### src/rtl/exec_complete_arbiter_if.sv
// rtl/exec_complete_arbiter_if.sv - completion-side bundle between execute units, arbiter and CDB
//
// Signals (names seen from the arbiter):
//   unitValid_i    [NUM_UNITS]            unit k holds a finished result
//   unitVal_i      [NUM_UNITS*64]         result values, unit k at [64k+63:64k]
//   unitCommands_i [NUM_UNITS*10]         commands, packed the same way
//   unitTag_i      [NUM_UNITS*ROBsizeLog] ROB tags, packed the same way
//   unitFlags_i    [NUM_UNITS*4]          flags, packed the same way
//   canGo_o        [NUM_UNITS]            one-hot grant back to the units
//   robReady_i                            CDB consumer accepts the entry this cycle
//   cdbValid_o, cdbVal_o, cdbCommands_o, cdbTag_o, cdbFlags_o, cdbUnit_o  registered CDB entry
// Modports: slave = arbiter side, master = units/ROB environment side.
interface exec_complete_arbiter_if #(
    parameter int NUM_UNITS  = 4,
    parameter int ROBsize    = 16,
    parameter int ROBsizeLog = $clog2(ROBsize + 1)
) ();
    logic [NUM_UNITS-1:0]            unitValid_i;
    logic [NUM_UNITS*64-1:0]         unitVal_i;
    logic [NUM_UNITS*10-1:0]         unitCommands_i;
    logic [NUM_UNITS*ROBsizeLog-1:0] unitTag_i;
    logic [NUM_UNITS*4-1:0]          unitFlags_i;
    logic [NUM_UNITS-1:0]            canGo_o;
    logic                            robReady_i;
    logic                            cdbValid_o;
    logic [63:0]                     cdbVal_o;
    logic [9:0]                      cdbCommands_o;
    logic [ROBsizeLog-1:0]           cdbTag_o;
    logic [3:0]                      cdbFlags_o;
    logic [$clog2(NUM_UNITS)-1:0]    cdbUnit_o;

    modport slave (
        input  unitValid_i, unitVal_i, unitCommands_i, unitTag_i, unitFlags_i, robReady_i,
        output canGo_o, cdbValid_o, cdbVal_o, cdbCommands_o, cdbTag_o, cdbFlags_o, cdbUnit_o
    );

    modport master (
        output unitValid_i, unitVal_i, unitCommands_i, unitTag_i, unitFlags_i, robReady_i,
        input  canGo_o, cdbValid_o, cdbVal_o, cdbCommands_o, cdbTag_o, cdbFlags_o, cdbUnit_o
    );
endinterface

### src/rtl/exec_complete_arbiter.sv
// rtl/exec_complete_arbiter.sv - execute-stage completion arbiter driving the common data bus
//
// Ports:
//   clk_i    clock
//   reset_i  synchronous active-high reset
//   bus      exec_complete_arbiter_if.slave (unit results in, canGo out, registered CDB out)
// Build option: EXEC_ARB_FIXED_PRIO_EN selects fixed priority (lowest unit index wins)
// instead of round-robin; the round-robin pointer is then not built.
module exec_complete_arbiter #(
    parameter int NUM_UNITS  = 4,
    parameter int ROBsize    = 16,
    parameter int ROBsizeLog = $clog2(ROBsize + 1)
) (
    input  logic                  clk_i,
    input  logic                  reset_i,
    exec_complete_arbiter_if.slave bus
);
    localparam int UW = $clog2(NUM_UNITS);

    logic                  w_load_en;
    logic                  w_any;
    logic                  w_grant;
    logic [UW-1:0]         w_base;
    logic [UW-1:0]         w_win;
    logic [UW:0]           w_idx;

    logic                  r_cdb_valid;
    logic [63:0]           r_cdb_val;
    logic [9:0]            r_cdb_cmd;
    logic [ROBsizeLog-1:0] r_cdb_tag;
    logic [3:0]            r_cdb_flags;
    logic [UW-1:0]         r_cdb_unit;

    // The output register can take a new entry when empty or being drained this cycle.
    assign w_load_en = ~r_cdb_valid | bus.robReady_i;

    // Search starting at w_base, wrapping; the extra index bit keeps the wrap free of overflow.
    always_comb begin
        w_any = 1'b0;
        w_win = '0;
        w_idx = '0;
        for (int i = 0; i < NUM_UNITS; i++) begin
            w_idx = {1'b0, w_base} + (UW + 1)'(i);
            if (w_idx >= (UW + 1)'(NUM_UNITS)) begin
                w_idx = w_idx - (UW + 1)'(NUM_UNITS);
            end
            if (!w_any && bus.unitValid_i[w_idx[UW-1:0]]) begin
                w_any = 1'b1;
                w_win = w_idx[UW-1:0];
            end
        end
    end

    assign w_grant = w_any & w_load_en & ~reset_i;

    always_comb begin
        bus.canGo_o = '0;
        if (w_grant) begin
            bus.canGo_o[w_win] = 1'b1;
        end
    end

`ifdef EXEC_ARB_FIXED_PRIO_EN
    assign w_base = '0;
`else
    logic [UW-1:0] r_rr_ptr;

    // Pointer moves just past the winner, so only grants advance it.
    always_ff @(posedge clk_i) begin
        if (reset_i) begin
            r_rr_ptr <= '0;
        end else if (w_grant) begin
            r_rr_ptr <= (w_win == UW'(NUM_UNITS - 1)) ? '0 : w_win + 1'b1;
        end
    end

    assign w_base = r_rr_ptr;
`endif

    always_ff @(posedge clk_i) begin
        if (reset_i) begin
            r_cdb_valid <= 1'b0;
            r_cdb_val   <= '0;
            r_cdb_cmd   <= '0;
            r_cdb_tag   <= '0;
            r_cdb_flags <= '0;
            r_cdb_unit  <= '0;
        end else if (w_grant) begin
            r_cdb_valid <= 1'b1;
            r_cdb_val   <= bus.unitVal_i[64*w_win +: 64];
            r_cdb_cmd   <= bus.unitCommands_i[10*w_win +: 10];
            r_cdb_tag   <= bus.unitTag_i[ROBsizeLog*w_win +: ROBsizeLog];
            r_cdb_flags <= bus.unitFlags_i[4*w_win +: 4];
            r_cdb_unit  <= w_win;
        end else if (bus.robReady_i) begin
            // Drained with nothing to refill: payload is left as-is.
            r_cdb_valid <= 1'b0;
        end
    end

    assign bus.cdbValid_o    = r_cdb_valid;
    assign bus.cdbVal_o      = r_cdb_val;
    assign bus.cdbCommands_o = r_cdb_cmd;
    assign bus.cdbTag_o      = r_cdb_tag;
    assign bus.cdbFlags_o    = r_cdb_flags;
    assign bus.cdbUnit_o     = r_cdb_unit;

    // A waiting unit must keep valid and payload steady until it is granted.
    for (genvar k = 0; k < NUM_UNITS; k++) begin : g_proto
        a_hold: assert property (@(posedge clk_i) disable iff (reset_i)
            (bus.unitValid_i[k] && !bus.canGo_o[k]) |=>
            (bus.unitValid_i[k]
             && $stable(bus.unitVal_i[64*k +: 64])
             && $stable(bus.unitCommands_i[10*k +: 10])
             && $stable(bus.unitTag_i[ROBsizeLog*k +: ROBsizeLog])
             && $stable(bus.unitFlags_i[4*k +: 4])));
    end
endmodule

### src/flat_wrapper.sv
// flat-port wrapper written by rule: the top's interface ports become plain ports
module exec_complete_arbiter_flat 
#(
    parameter int NUM_UNITS  = 4,
    parameter int ROBsize    = 16,
    parameter int ROBsizeLog = $clog2(ROBsize + 1)
)
  (clk_i, reset_i, bus_unitValid_i, bus_unitVal_i, bus_unitCommands_i, bus_unitTag_i, bus_unitFlags_i, bus_robReady_i, bus_canGo_o, bus_cdbValid_o, bus_cdbVal_o, bus_cdbCommands_o, bus_cdbTag_o, bus_cdbFlags_o, bus_cdbUnit_o);
  exec_complete_arbiter_if #(.NUM_UNITS(NUM_UNITS), .ROBsize(ROBsize), .ROBsizeLog(ROBsizeLog)) bus_i ();
  input  logic clk_i;
  input  logic reset_i;
  input wire logic [$bits(bus_i.unitValid_i)-1:0] bus_unitValid_i;
  input wire logic [$bits(bus_i.unitVal_i)-1:0] bus_unitVal_i;
  input wire logic [$bits(bus_i.unitCommands_i)-1:0] bus_unitCommands_i;
  input wire logic [$bits(bus_i.unitTag_i)-1:0] bus_unitTag_i;
  input wire logic [$bits(bus_i.unitFlags_i)-1:0] bus_unitFlags_i;
  input wire logic [$bits(bus_i.robReady_i)-1:0] bus_robReady_i;
  output wire logic [$bits(bus_i.canGo_o)-1:0] bus_canGo_o;
  output wire logic [$bits(bus_i.cdbValid_o)-1:0] bus_cdbValid_o;
  output wire logic [$bits(bus_i.cdbVal_o)-1:0] bus_cdbVal_o;
  output wire logic [$bits(bus_i.cdbCommands_o)-1:0] bus_cdbCommands_o;
  output wire logic [$bits(bus_i.cdbTag_o)-1:0] bus_cdbTag_o;
  output wire logic [$bits(bus_i.cdbFlags_o)-1:0] bus_cdbFlags_o;
  output wire logic [$bits(bus_i.cdbUnit_o)-1:0] bus_cdbUnit_o;
  assign bus_i.unitValid_i = bus_unitValid_i;
  assign bus_i.unitVal_i = bus_unitVal_i;
  assign bus_i.unitCommands_i = bus_unitCommands_i;
  assign bus_i.unitTag_i = bus_unitTag_i;
  assign bus_i.unitFlags_i = bus_unitFlags_i;
  assign bus_i.robReady_i = bus_robReady_i;
  assign bus_canGo_o = bus_i.canGo_o;
  assign bus_cdbValid_o = bus_i.cdbValid_o;
  assign bus_cdbVal_o = bus_i.cdbVal_o;
  assign bus_cdbCommands_o = bus_i.cdbCommands_o;
  assign bus_cdbTag_o = bus_i.cdbTag_o;
  assign bus_cdbFlags_o = bus_i.cdbFlags_o;
  assign bus_cdbUnit_o = bus_i.cdbUnit_o;
  exec_complete_arbiter #(.NUM_UNITS(NUM_UNITS), .ROBsize(ROBsize), .ROBsizeLog(ROBsizeLog)) u_core (.clk_i(clk_i), .reset_i(reset_i), .bus(bus_i));
endmodule
### config.mk
export PLATFORM = sky130hd
export DESIGN_NAME = exec_complete_arbiter_flat
export DESIGN_NICKNAME = d
export VERILOG_FILES = /design/src/rtl/exec_complete_arbiter_if.sv /design/src/rtl/exec_complete_arbiter.sv /design/src/flat_wrapper.sv
export SDC_FILE = /design/constraint.sdc
export NUM_CORES = 1
export LEC_CHECK = 0
export ABC_CLOCK_PERIOD_IN_PS = 3350
export BUFFER_PORTS_ARGS = -buffer_cell sky130_fd_sc_hd__buf_2
export CELL_PAD_IN_SITES_DETAIL_PLACEMENT = 0
export CELL_PAD_IN_SITES_GLOBAL_PLACEMENT = 1
export CORE_AREA = 2 2 167 169
export DETAILED_ROUTE_END_ITERATION = 8
export DIE_AREA = 0 0 169 171
export PLACE_DENSITY = 0.72
export SYNTH_ARGS = -nofsm -noshare
export SYNTH_HDL_FRONTEND = slang
export SYNTH_SLANG_ARGS = --single-unit
### constraint.sdc
create_clock -name clk_i -period 3.35 [get_ports clk_i]
set_input_delay 0.8375 -clock clk_i [delete_from_list [all_inputs] [get_ports clk_i]]
set_output_delay 0.8375 -clock clk_i [all_outputs]
set_load 0.05 [all_outputs]
==> impl_metrics.ini, run 1 <==
[outcome]
status = complete, no violations

[synthesis]
avgSynthCellArea_um2 = 10.55
synthesis.nets = 841
netlist_area_mm2 = 0.005296
ys.flop_type = dfxtp_1
synthArstFlopShare_pct = 0
synth-seq-area-share_pct = 33.26
ys_types = 24
ys_ff_latch = 88
ys_warn_count = 0
synth_cells = 502
synth_edf_count = 0

[setup_path]
start_kind = primary input
slowest_stage = a221oi_1
r2r-start = u_core.r_rr_ptr[0]
worst-setup-path-type = in -> out
critPathCaptureType = output pin
r2r-end = u_core.bus.cdbVal_o[54]
crit_chain = buf_2 > nor2b_1 > a21o_1 > a221oi_1 > nand3b_4 > nor2_1 > buf_2
crit_required_ns = 2.51
path_max_fanout = 4
reg2reg_depth = 6
cpMostUsedCell = buf_2
arrival_ns = 2.29
critPathMaxStageDelay_ns = 0.47
reg2reg_slack_ns = 1.11

[drt]
first_pass_iters = 4
viasPerCell = 4.344
num_vias = 5452
antenna_left = 0
drcViolationCount = 0
post_drt_wl_per_cell_um = 15.03
wl_um = 18860
drtIter0Drc = 133

[timing]
rsz0062_at_grt = false
slew_headroom_pct = 51.42
period_share_pct = 93.38
worst_pin_slew_ns = 0.7287
postLayoutSetupSlackWorst_ns = 0.2219
drv_slew = 0
fin_crit_ns = 3.128
fin_skew_ns = 0.008661
hold_viol = 0
setup_viol = 0
max_freq_mhz = 319.7

[cells_and_area]
area_delta_synth_final_pct = 50.58
final_nets = 1242
final_cell_mix = buf_2, mux2i_1, dfxtp_1, nand2_1, o221ai_2
postLayoutCoreUtil_pct = 29.19
final_area_mm2 = 0.007975
fill_cells = 2938
layout.cells.most_common = buf_2
drive_gt1_share_pct = 55.95

[global_routing]
use_met1_pct = 13.28
grt_use_met3_pct = 3.470
overflow = 0
grt_pass1_wl_um = 27480
antenna_found_initial = 2
top_usage_layer = met2
globalRouteTotalUtil_pct = 12.17
grt_max_degree = 89
grt_pass1_vias = 5221
grtUsageMet2_pct = 22.77

[floorplanning]
fp.dieH_um = 171
dieArea_mm2 = 0.02890
coreArea_mm2 = 0.02732
ioPinCount = 429
die_x_um = 169
rows = 61
start_util_pct = 19.38

[min_path]
min_path_type = reg -> reg
holdPathEnd = u_core.bus.cdbVal_o[41]
hold_depth = 2
hp-start = u_core.bus.cdbVal_o[41]

[power]
clkPwrFrac_pct = 23.6
power_per_cell_area_mw_per_mm2 = 524.5
p_sw_uw = 1803
peakVddDrop_mv = 0.2463
leakage_uw = 0.003877
power_frac_comb_pct = 44.8
p_sw_share_pct = 43.10
p_int_uw = 2380
p_seq_share_pct = 31.6
power_uw = 4183

[cts]
clk_pin_slew_ns = 0.07
clk_latency_ns = 0.34
root_buffer = clkbuf_16
cts_tree = yes
cts_resized = 0
htreeDepth = 3
cts_setup_buffers = 0
cts.sinks = 88
cts_buffers = 9
cts_buffer_depth = 2
cts_hold_buffers = 0

[placement]
place_congestion = 0.7558
pre_cts_slack_ns = 0.1958
portBuffers = 428
place_area_mm2 = 0.007695
place_hpwl_um = 14780

[run]
maxCapViolations = 0
[routing by layer]
metal	routed length, um	vias up
met1	7266	2450
met4	199	0
met3	1617	14
li1	-	2729
met5	0	-
met2	9780	259
[kinds of logic after synthesis]
| family | Yosys count | synth area share (%) |
|---|---|---|
| multiplexers | 168 | 31.75 |
| buffers and inverters | 49 | 5.835 |
| AND/OR/NAND/NOR | 103 | 7.820 |
| flip-flops | 88 | 33.26 |
| AO/OA/AOI/OAI | 94 | 21.33 |
[Yosys cell counts (all sizes together) (2+ instances only)]
cell	instances	area share (%)
a211oi	2	0.28
nor2	10	0.71
nand2b	3	0.35
dfxtp	88	33
mux2i	168	32
inv	2	0.14
a21oi	4	0.59
clkbuf	4	0.28
buf	43	5.4
nor2b	2	0.24
o221ai	83	20
nand2	85	6.0
[critical path: cells and delay by family]
| family | cells | cell delay, ns |
|---|---|---|
| buffers and inverters | 2 | 0.39 |
| AND/OR/NAND/NOR | 3 | 0.41 |
| AO/OA/AOI/OAI | 2 | 0.65 |
[power groups by stage]
stage / Clock [uW] / Sequential, uW / Combinational [uW]
global route: 1090 / 1340 / 1990
floorplan: 0 / 1950 / 775
global placement: 0 / 1340 / 1890
CTS: 1060 / 1320 / 1900
detailed placement: 0 / 1340 / 1900
finish: 989 / 1320 / 1870
[through the flow]
stage,hold WS (ns),cells,TNS [ns]
after global routing,0.4777,1255,0
final,0.4589,1255,0
after global placement,0.4386,1238,0
after floorplan,0.4935,502,-0.03146
after CTS,0.4633,1254,0
after detailed placement,0.4418,1238,0
[worst max-delay path by stage]
stage,to,from,depth (start not counted),slack [ns]
floorplan,bus_canGo_o[0],bus_unitValid_i[1],7,-0.02
global placement,bus_canGo_o[3],bus_unitValid_i[2],7,0.24
detailed placement,bus_canGo_o[1],bus_unitValid_i[2],7,0.20
CTS,bus_canGo_o[1],bus_unitValid_i[2],7,0.19
global route,bus_canGo_o[1],bus_unitValid_i[2],7,0.11
finish,bus_canGo_o[1],bus_unitValid_i[2],7,0.22
[registers in the layout, indices dropped and copies added (netlist names)]
| name | cells |
|---|---|
| u_core.bus.cdbCommands_o | 10 |
| u_core.bus.cdbFlags_o | 4 |
| u_core.bus.cdbTag_o | 5 |
| u_core.bus.cdbUnit_o | 2 |
| u_core.bus.cdbVal_o | 64 |
| u_core.bus.cdbValid_o | 1 |
| u_core.r_rr_ptr | 2 |
[area by class of cell]
class                           instances  area (um^2)  area share, %
Multi-Input combinational cell        365         3246          40.70
Clock buffer                            9        225.2          2.824
Inverter                                2        7.507        0.09413
Timing Repair Buffer                  437         2247          28.18
Clock inverter                          7        52.55         0.6589
Tap cell                              346        432.9          5.428
Antenna cell                            1        2.502        0.03138
Sequential cell                        88         1762          22.09
Power figures use the tool's default switching activity.
==> run 2: changes to the inputs <==
Settings changed: ABC_AREA set to 1, ABC_CLOCK_PERIOD_IN_PS 3350 to 3450, CORE_AREA 2 2 167 169 to 2 2 169 171, DIE_AREA 0 0 169 171 to 0 0 171 173, PLACE_DENSITY 0.72 to 0.87.
Clock period 3.35 ns to 3.45 ns, I/O delays scaled along.
==> impl_metrics.ini, run 2 <==
[outcome]
status = complete, no violations

[drt]
drtIter0Drc = 404
met1Wirelength_um = 12530
first_pass_iters = 5
drcViolationCount = 0
wl_um = 29070
wl_met2_um = 14070
post_drt_wl_per_cell_um = 14.45
viasPerCell = 4.705
antenna_left = 0
dr_wl_met3_um = 2210
top_layer_used = met4
num_vias = 9461

[setup_path]
r2r-start = u_core.r_rr_ptr[0]
cpMostUsedCell = nand2_1
crit_start = bus_unitValid_i[3]
slowest_stage = buf_2
critPathCaptureType = output pin
critPathMaxStageDelay_ns = 0.25
worst-setup-path-type = in -> out
crit_required_ns = 2.59
arrival_ns = 2.32
path_max_fanout = 6
start_kind = primary input
crit_chain = buf_2 > inv_1 > nand2_1 > nand3_1 > nand2_1 > inv_1 > nand2_1 > nand2_8 > nand3_4 > nor2_1 > nand2_1 > inv_1 > buf_2

[run]
maxCapViolations = 0

[cts]
htreeDepth = 3
cts_tree = yes
clk_pin_slew_ns = 0.07
clk_latency_ns = 0.35
cts_setup_buffers = 0
cts_buffers = 9
cts.sinks = 88
cts_resized = 0
cts_hold_buffers = 0
cts_buffer_depth = 2
root_buffer = clkbuf_16

[synthesis]
synthesis.nets = 1627
synth.largest_area_cell = nand2_1
ys_ff_latch = 88
yosys-top-cells-count = nand2_1, nand4_1, nand3_1, dfxtp_1, buf_2
synth_cells = 1288
synth_edf_count = 0
yosysTopAreaCellShare_pct = 42.43
synthTopCellsByArea = nand2_1, dfxtp_1, nand4_1
ys_types = 20
synth_most_common_cell = nand2_1
ys_warn_count = 0
synth-seq-area-share_pct = 25.30
avgSynthCellArea_um2 = 5.406
netlist_area_mm2 = 0.006963
synthArstFlopShare_pct = 0
ys.flop_type = dfxtp_1

[floorplanning]
rows = 61
start_util_pct = 25.20
die_x_um = 171
dieArea_mm2 = 0.02958
fp.dieH_um = 173
coreArea_mm2 = 0.02763
ioPinCount = 429

[placement]
place_hpwl_um = 20070
dpl.cell_count = 1993
place_congestion = 0.7987
portBuffers = 428

[global_routing]
antenna_found_initial = 2
globalRouteTotalUtil_pct = 18.52
grt_max_degree = 167
grt_pass1_vias = 8735
overflow = 0
grt_pass1_wl_um = 44500

[min_path]
min_path_type = reg -> reg
hp-start = u_core.bus.cdbCommands_o[4]

[timing]
hold_slack_ns = 0.4669
worst_pin_slew_ns = 1.128
hold_viol = 0
fin_skew_ns = 0.01170
tns_ns = 0
rsz0062_at_grt = false
setup_viol = 0
drv_slew = 0
max_freq_mhz = 314.6
period_share_pct = 92.12
fin_crit_ns = 3.178
slew_headroom_pct = 24.79

[power]
peakVddDrop_mv = 1.153
power_per_cell_area_mw_per_mm2 = 1297
leakage_uw = 0.005818

[cells_and_area]
stdcell_count = 2011
drive_gt1_share_pct = 29.00
final_cell_mix = nand2_1, buf_2, nand4_1, nand3_1, dfxtp_1
area_delta_synth_final_pct = 36.57
postLayoutCoreUtil_pct = 34.42
final_nets = 1965
largest_reg_flops = 64
layout.cells.most_common = nand2_1
## run 2: layer usage
metal,up-vias,GRT usage (%)
li1,4861,-
met3,16,4.280
met4,0,3.884
met2,328,33.43
met5,-,0
met1,4256,22.16
## run 2: kinds of logic after synthesis
group	after synthesis	share of synthesized area [%]
AOI/OAI and AO/OA	5	0.3773
buffers and inverters	137	9.057
DFF	88	25.30
and+or+nand+nor	1058	65.27
## run 2: path summary, 6_finish.rpt
| path | cells after the start | end | slack [ns] |
|---|---|---|---|
| worst max-delay path | 13 | bus_canGo_o[1] | 0.27 |
| worst min register to register | 2 | u_core.bus.cdbCommands_o[4] | 0.47 |
| worst min-delay path | 2 | u_core.bus.cdbCommands_o[4] | 0.47 |
| worst max register to register | 15 | u_core.bus.cdbTag_o[0] | 0.67 |
## run 2: power breakdown
part           internal, uW  switching (uW)
registers              1420             193
logic                  2720            7060
clock network           509             432
## run 2: area by class of cell
class | count | area, um^2
clock buffers | 12 | 246.5
clock inverters | 4 | 30.03
fillers | 3149 | 18120
inverters | 19 | 73.82
flip-flops and latches | 88 | 1762
multi-input cells | 1063 | 4624
well taps | 378 | 473.0
diodes | 2 | 5.005
repair buffers | 445 | 2295
## run 2: stage by stage
| step | instance area [um^2] | total power (uW) | setup slack [ns] |
|---|---|---|---|
| floorplan | 6968 | 9347 | 0.1821 |
| global placement | 9228 | 11420 | 0.2795 |
| detailed placement | 9228 | 11510 | 0.2730 |
| CTS | 9504 | 12520 | 0.2647 |
| global route | 9504 | 13730 | 0.04573 |
| finish | 9509 | 12330 | 0.2718 |
## run 2: worst max-delay path, delay by kind of cell
family | cells | cell delay, ns
buf+inv | 5 | 0.60
simple gates | 8 | 0.83
